--- config.mk ---
export PLATFORM = sky130hd
export DESIGN_NAME = dds_sweep_ctrl
export DESIGN_NICKNAME = d
export VERILOG_FILES = /design/src/rtl/dds_sweep_ctrl.sv
export SDC_FILE = /design/constraint.sdc
export NUM_CORES = 1
export LEC_CHECK = 0
export BUFFER_PORTS_ARGS = -buffer_cell sky130_fd_sc_hd__buf_2
export CORE_ASPECT_RATIO = 1.1
export CORE_UTILIZATION = 58
export CTS_CLUSTER_SIZE = 8
export DETAILED_ROUTE_END_ITERATION = 8
export PLACE_DENSITY = 0.84
export REMOVE_ABC_BUFFERS = 1
export SYNTH_ARGS = -nofsm -noshare
export SYNTH_HDL_FRONTEND = slang
export SYNTH_SLANG_ARGS = --single-unit
export TNS_END_PERCENT = 50
--- constraint.sdc ---
create_clock -name clk -period 5.3 [get_ports clk]
set_input_delay 0.53 -clock clk [delete_from_list [all_inputs] [get_ports clk]]
set_output_delay 0.53 -clock clk [all_outputs]
set_load 0.05 [all_outputs]
--- src/rtl/dds_sweep_ctrl.sv ---
// Frequency sweep controller feeding a DDS: loads tuning/phase words, steps the tuning word
// with a programmable dwell, optional restart. Define DDS_SWEEP_BIDIR_EN for triangle sweeps.
module dds_sweep_ctrl #(
    parameter int unsigned FrequencyBitWidth = 32,
    parameter int unsigned PhaseBitWidth     = 10,
    parameter int unsigned DwellBitWidth     = 16
) (
    input  logic                         clk,
    input  logic                         rst_n,
    input  logic                         start,
    input  logic                         abort,
    input  logic                         cont,
    input  logic [FrequencyBitWidth-1:0] f_start,
    input  logic [FrequencyBitWidth-1:0] f_stop,
    input  logic [FrequencyBitWidth-1:0] f_step,
    input  logic [DwellBitWidth-1:0]     dwell,
    input  logic [PhaseBitWidth-1:0]     phase_in,
    output logic [FrequencyBitWidth-1:0] Freword,
    output logic [PhaseBitWidth-1:0]     Phaword,
    output logic                         busy,
    output logic                         step_strobe,
    output logic                         done
);

    localparam int unsigned FW = FrequencyBitWidth;

    typedef enum logic [2:0] {
        IDLE,
        RUN,
        LAST,
`ifdef DDS_SWEEP_BIDIR_EN
        DOWN,
`endif
        DONE
    } state_t;

    state_t                  state_q, state_d;
    logic [FW-1:0]           freword_d;
    logic [PhaseBitWidth-1:0] phaword_d;
    logic [DwellBitWidth-1:0] cnt_q, cnt_d;
    logic                    strobe_d;
    logic [FW-1:0]           start_q, start_d, stop_q, stop_d, step_q, step_d;
    logic [DwellBitWidth-1:0] dwell_q, dwell_d;
    logic                    cont_q, cont_d;
    logic [FW:0]             sum;
    logic                    point_end;
`ifdef DDS_SWEEP_BIDIR_EN
    logic [FW:0]             floor_lim;
    logic [FW-1:0]           diff;
`endif

    always_ff @(posedge clk or negedge rst_n) begin
        if (!rst_n) begin
            state_q     <= IDLE;
            Freword     <= '0;
            Phaword     <= '0;
            cnt_q       <= '0;
            step_strobe <= 1'b0;
            start_q     <= '0;
            stop_q      <= '0;
            step_q      <= '0;
            dwell_q     <= '0;
            cont_q      <= 1'b0;
        end else begin
            state_q     <= state_d;
            Freword     <= freword_d;
            Phaword     <= phaword_d;
            cnt_q       <= cnt_d;
            step_strobe <= strobe_d;
            start_q     <= start_d;
            stop_q      <= stop_d;
            step_q      <= step_d;
            dwell_q     <= dwell_d;
            cont_q      <= cont_d;
        end
    end

    // Wide sum so a step past the top of the range saturates at f_stop instead of wrapping
    assign sum       = {1'b0, Freword} + {1'b0, step_q};
    assign point_end = (cnt_q == dwell_q);
`ifdef DDS_SWEEP_BIDIR_EN
    assign floor_lim = {1'b0, start_q} + {1'b0, step_q};
    assign diff      = Freword - step_q;
`endif

    always_comb begin
        state_d   = state_q;
        freword_d = Freword;
        phaword_d = Phaword;
        cnt_d     = cnt_q;
        strobe_d  = 1'b0;
        start_d   = start_q;
        stop_d    = stop_q;
        step_d    = step_q;
        dwell_d   = dwell_q;
        cont_d    = cont_q;
        if (abort) begin
            state_d = IDLE;
            cnt_d   = '0;
        end else begin
            unique case (state_q)
                IDLE: begin
                    if (start) begin
                        start_d   = f_start;
                        stop_d    = f_stop;
                        step_d    = f_step;
                        dwell_d   = dwell;
                        cont_d    = cont;
                        freword_d = f_start;
                        phaword_d = phase_in;
                        cnt_d     = '0;
                        strobe_d  = 1'b1;
                        state_d   = (f_start >= f_stop) ? LAST : RUN;
                    end
                end
                RUN: begin
                    if (point_end) begin
                        cnt_d    = '0;
                        strobe_d = 1'b1;
                        if (sum >= {1'b0, stop_q}) begin
                            freword_d = stop_q;
                            state_d   = LAST;
                        end else begin
                            freword_d = sum[FW-1:0];
                        end
                    end else begin
                        cnt_d = cnt_q + DwellBitWidth'(1);
                    end
                end
`ifdef DDS_SWEEP_BIDIR_EN
                // The LAST exit already takes the first downward step, so the peak is held
                // dwell+1 cycles like every other point.
                LAST, DOWN: begin
                    if (point_end) begin
                        cnt_d    = '0;
                        strobe_d = 1'b1;
                        if ({1'b0, Freword} <= floor_lim) begin
                            freword_d = start_q;
                            state_d   = DONE;
                        end else begin
                            freword_d = diff;
                            state_d   = DOWN;
                        end
                    end else begin
                        cnt_d = cnt_q + DwellBitWidth'(1);
                    end
                end
`else
                LAST: begin
                    if (point_end) begin
                        cnt_d   = '0;
                        state_d = DONE;
                    end else begin
                        cnt_d = cnt_q + DwellBitWidth'(1);
                    end
                end
`endif
                DONE: begin
                    cnt_d = '0;
                    if (cont_q) begin
                        freword_d = start_q;
                        strobe_d  = 1'b1;
                        state_d   = (start_q >= stop_q) ? LAST : RUN;
                    end else begin
                        state_d = IDLE;
                    end
                end
                default: state_d = IDLE;
            endcase
        end
    end

`ifdef DDS_SWEEP_BIDIR_EN
    assign busy = (state_q == RUN) || (state_q == LAST) || (state_q == DOWN);
`else
    assign busy = (state_q == RUN) || (state_q == LAST);
`endif
    assign done = (state_q == DONE);

endmodule

; Word level (Yosys, flattened, before mapping)
; Cells that the tools add are included.
[classes]
n_addsub = 2
n_lt_le_gt_ge = 3
n_eq_ne = 11
n_mux = 23
bitwise = 1
n_reduce_logical = 9
[op_table]
columns = cell, count
row1 = $mux W32, 4
row2 = $pmux W32 S3, 1
row3 = $ge A32 B32 Y1, 2
row4 = $mux W16, 3
row5 = $pmux W16 S3, 1
row6 = $add A32 B32 Y33, 1
row7 = $ge A33 B32 Y1, 1
row8 = $add A16 B1 Y16 const B, 1
row9 = $eq A16 B16 Y1, 1
row10 = $mux W3, 5
row11 = $ne A3 B3 Y1 const B, 4
row12 = $pmux W3 S4, 1
row13 = $eq A3 B2 Y1 const B, 2
row14 = $mux W2, 3
row15 = $reduce_and A5 Y1, 1
row16 = $mux W1, 4
row17 = $ne A2 B2 Y1 const B, 2
row18 = $reduce_and A4 Y1, 1
row19 = $reduce_bool A4 Y1, 1
row20 = $eq A3 B1 Y1 const B, 1
row21 = $logic_not A3 Y1, 1
row22 = $pmux W1 S3, 1
row23 = $reduce_and A3 Y1, 1
row24 = $reduce_bool A3 Y1, 1
row25 = 5 further kinds, 5
[word_totals]
reg_bits = 175
inputBits = 127
output_inout_bits = 45
wordCells = 59

; Longest topological paths before layout
[depth]
word_depth = 6
mapped_depth = 24
depth_no_buf = 21

; Least setup slack after synthesis
; OpenSTA, ideal clock, no wires.
[synth_timing]
kind = register -> register
from = register Freword[0]
to = register Freword[13]
setup_time_ps = 126
arrival_time_ps = 4857
required_ps = 5174
path_slack_ps = 317
path_stages_with_launch = 23
n_path_buf = 2
synth_period_minus_slack_ps = 4983
path_cell_list = dfrtp_1 ha_1 inv_1 fa_1 nand2b_1 a21oi_2 o41ai_4 a211oi_1 nand2_1 o211a_1 o311ai_1 ha_1 a211oi_1 o21ai_0 a211oi_1 o21ai_0 o21ai_0 o211a_1 and2_4 buf_6 buf_4 nor2_1 o32a_1
[synth_via]
elab_chain_cells = 5
[synth_lines]
columns = element, line_no
row1 = from (decl), 18  ; output logic [FrequencyBitWidth-1:0] Freword,
row2 = from (signal assigned), 66  ; Freword <= freword_d;
row3 = $add A32 B32 Y33 *, 79  ; assign sum = {1'b0, Freword} + {1'b0, step_q};
row4 = $ge A33 B32 Y1, 120  ; if (sum >= {1'b0, stop_q}) begin
row5 = $mux W32 *, 120
row6 = $mux W32 *, 117  ; if (point_end) begin
row7 = $pmux W32 S3 *, 101  ; unique case (state_q)
; Every way passes the cells marked *; elsewhere a longest branch is shown, timed or not. The select of a mux whose other input is x is not followed.
; A chain may end at the register's enable or synchronous reset.

; Final worst setup path
[layout_timing]
from = register Freword[0]
to = register Freword[10]
; The elaborated chain is that of the path after synthesis.

==> qor.csv <==
stage,metric,value,unit
place,gp_congestion,0.9759,
sta,report.final.slew_viol_count,0,
routing,dr_total_vias,9876,
global_route,groute.usage.overall,31.74,%
clock_tree,clk_latency,0.45,ns
worst_setup_path,worstPathArrival,5.37,ns
die,floorplan.rows,53,
finish,diodes,0,
finish,drive_gt1_share,24.11,%
synth,yosys_most_used_dff,dfrtp_1,
worst_setup_path,regToRegSetupSlack,0.25,ns
hold_path,hold_path.class,in2async,
sta,rsz0062_at_grt,false,
routing,drtAntennaViolNets,0,
routing,drc,0,
synth,synthArstFlopShare,100.0,%
global_route,antenna_found_initial,0,
synth,ys_ff_latch,174,
sta,setup_viol,0,
worst_setup_path,ff2ff_path_depth,20,
worst_setup_path,r2r-start,Freword[0],
place,portBuffers,171,
sta,worst_hold_slack,0.1881,ns
worst_setup_path,end_kind,flip-flop,
routing,wire_per_inst,19.15,um
synth,syn_avg_cell_area,9.691,um2
global_route,grt_max_degree,99,
worst_setup_path,crit_path_start_kind,flip-flop,
clock_tree,htreeDepth,4,
worst_setup_path,endpoint,Freword[10],
place,dp_cells,1587,
finish,final_nets,1625,
synth,synth_edf_count,0,
global_route,grt_pass1_wl,50400,um
worst_setup_path,r2r_end,Freword[10],
die,die_area,20620,um2
synth,synth.area.top_cells,"dfrtp_1, ha_1, mux2_2, o21ai_0, nand2_1",
outcome,status,"complete, no violations",
synth,yosys.area.top_type_share,37.44,%
finish,final_cell_mix,"dfrtp_1, buf_2, ha_1, nand2_1, mux2_2",
global_route,grt_pass1_vias,10070,
sta,slew_headroom,32.74,%
clock_tree,ctsHoldBuffers,0,
sta,hold_viol,0,
die,die_x,137.0,um
worst_setup_path,critPathRequiredTime,5.62,ns
sta,skew,0.01532,ns
sta,fin_setup_tns,0,ns
die,io_pins,172,
clock_tree,cts-buffers-inserted,17,
sta,max_freq,198.0,MHz
clock_tree,clk_pin_slew,0.07,ns
finish,utilization,69.36,%
worst_setup_path,path_max_fanout,21,
sta,tightest_slew,1.009,ns
worst_setup_path,worstSetupPathType,reg2reg,
synth,yosysWarnings,0,
finish,final_common_cell,dfrtp_1,
global_route,overflow,0,
die,initial_core_util,60.05,%
finish,fin_cells,1624,
sta,period_minus_slack,5.051,ns
die,fp.coreArea,19360,um2
worst_setup_path,crit_start,Freword[0],
synth,yosysUniqueCellTypes,64,
run,drv_cap,0,
synth,synth_top_area_cell,dfrtp_1,
routing,drt-pass1-iter-count,5,
routing,wirelength,31110,um
routing,drt_iter0_drc,916,
routing,drt-vias-per-instance,6.081,
synth,seq_area_frac_synth,37.44,%
sta,period_share,95.31,%
clock_tree,root_buffer,clkbuf_16,
die,die_h,150.5,um
synth,synth_cells,1200,
clock_tree,cts_tree,done,
synth,netlist_area,11630,um2
place,dp.final_hpwl,22690,um
clock_tree,clk_path_buf_depth,2,
finish,syn2layout_area_growth,15.49,%
clock_tree,clock-sinks,174,
-- final cells by class --
class,count,area (um2)
fillers,1483,5933
clock inverters,13,175.2
flip-flops and latches,174,4354
inverters,82,307.8
multi-input cells,899,6802
repair buffers,190,1030
clock buffers,19,452.9
well taps,247,309.0
-- registers in the layout (all words and copies together) (netlist names) --
signal       flops
start_q         32
dwell_q         16
state_q          2
cont_q           1
Phaword         10
step_q          32
cnt_q           16
Freword         32
step_strobe      1
stop_q          32
-- layer usage --
| layer | global-route usage (%) | up-vias | wire length, um |
|---|---|---|---|
| met5 | 0 | - | 0 |
| met3 | 6.027 | 70 | 1765 |
| met2 | 53.41 | 325 | 15220 |
| met1 | 39.62 | 4778 | 13240 |
| met4 | 13.63 | 0 | 883 |
| li1 | - | 4703 | - |
-- through the flow --
stage / instance area (um2) / worst slack, ns
4_1_cts: 13380 / 0.05994
3_5_place_dp: 12750 / 0.07795
5_1_grt: 13430 / 0.02754
3_3_place_gp: 12750 / 0.3418
2_1_floorplan: 11430 / 0.2233
6_report: 13430 / 0.2485
-- worst min path at each step --
stage                    start           to  slack (ns)  cells past startpoint
finish                   rst_n  start_q[12]        0.19                      1
global route             rst_n   step_q[11]        0.27                      1
global placement    stop_q[26]   stop_q[26]        0.46                      2
CTS                      rst_n   step_q[11]        0.23                      1
floorplan                rst_n   Freword[0]        0.23                      0
detailed placement  stop_q[16]   stop_q[16]        0.47                      2
-- critical path, stage by stage (launching register included) --
cell and delay [ns]:
dfrtp_1 0.38, ha_1 0.20, inv_1 0.06, fa_1 0.40
nand2b_1 0.23, a21oi_4 0.20, o41ai_4 0.12, buf_4 0.17
a311oi_1 0.39, a31oi_1 0.17, xnor2_1 0.17, ha_1 0.30
nand4_1 0.15, or4_1 0.60, a211oi_1 0.23, o21ai_0 0.12
o211a_1 0.16, and2_4 0.20, buf_12 0.16, and3_1 0.20
o32a_1 0.33
-- Yosys cell counts, drive strengths merged, types with 3 or more instances --
cell,instances
o211ai,7
o21a,7
inv,82
a221o,12
a31oi,15
clkbuf,38
nor4,8
o32a,11
o21ai,81
dfrtp,174
a22oi,3
or2,4
a2111oi,3
a211oi,15
nor2,81
nor3,13
mux2,94
a22o,4
a21oi,69
nand2b,10
xor2,34
buf,7
and3,17
mux2i,9
or4,3
and2,5
a221oi,14
xnor2,20
o22ai,9
nand3b,10
ha,133
a21o,19
o211a,5
o31ai,4
nand2,97
nand3,24
nor2b,13
a311oi,3
nand4,20
-- cells by family after synthesis --
logic type	synth area share (%)
simple gates	12.73
buf+inv	4.315
compound gates	17.05
flops	37.44
xor+xnor	4.067
fa+ha+maj	14.48
mux	9.910
-- repair_timing --
item	4_1_cts	5_1_grt
endpoints found under the setup margin	0	30
setup buffers	0	5
gates resized for setup	0	2
Power is left out: the tool's default activity adds up to more than one toggle a clock period on the data nets, which glitch-free logic cannot reach.
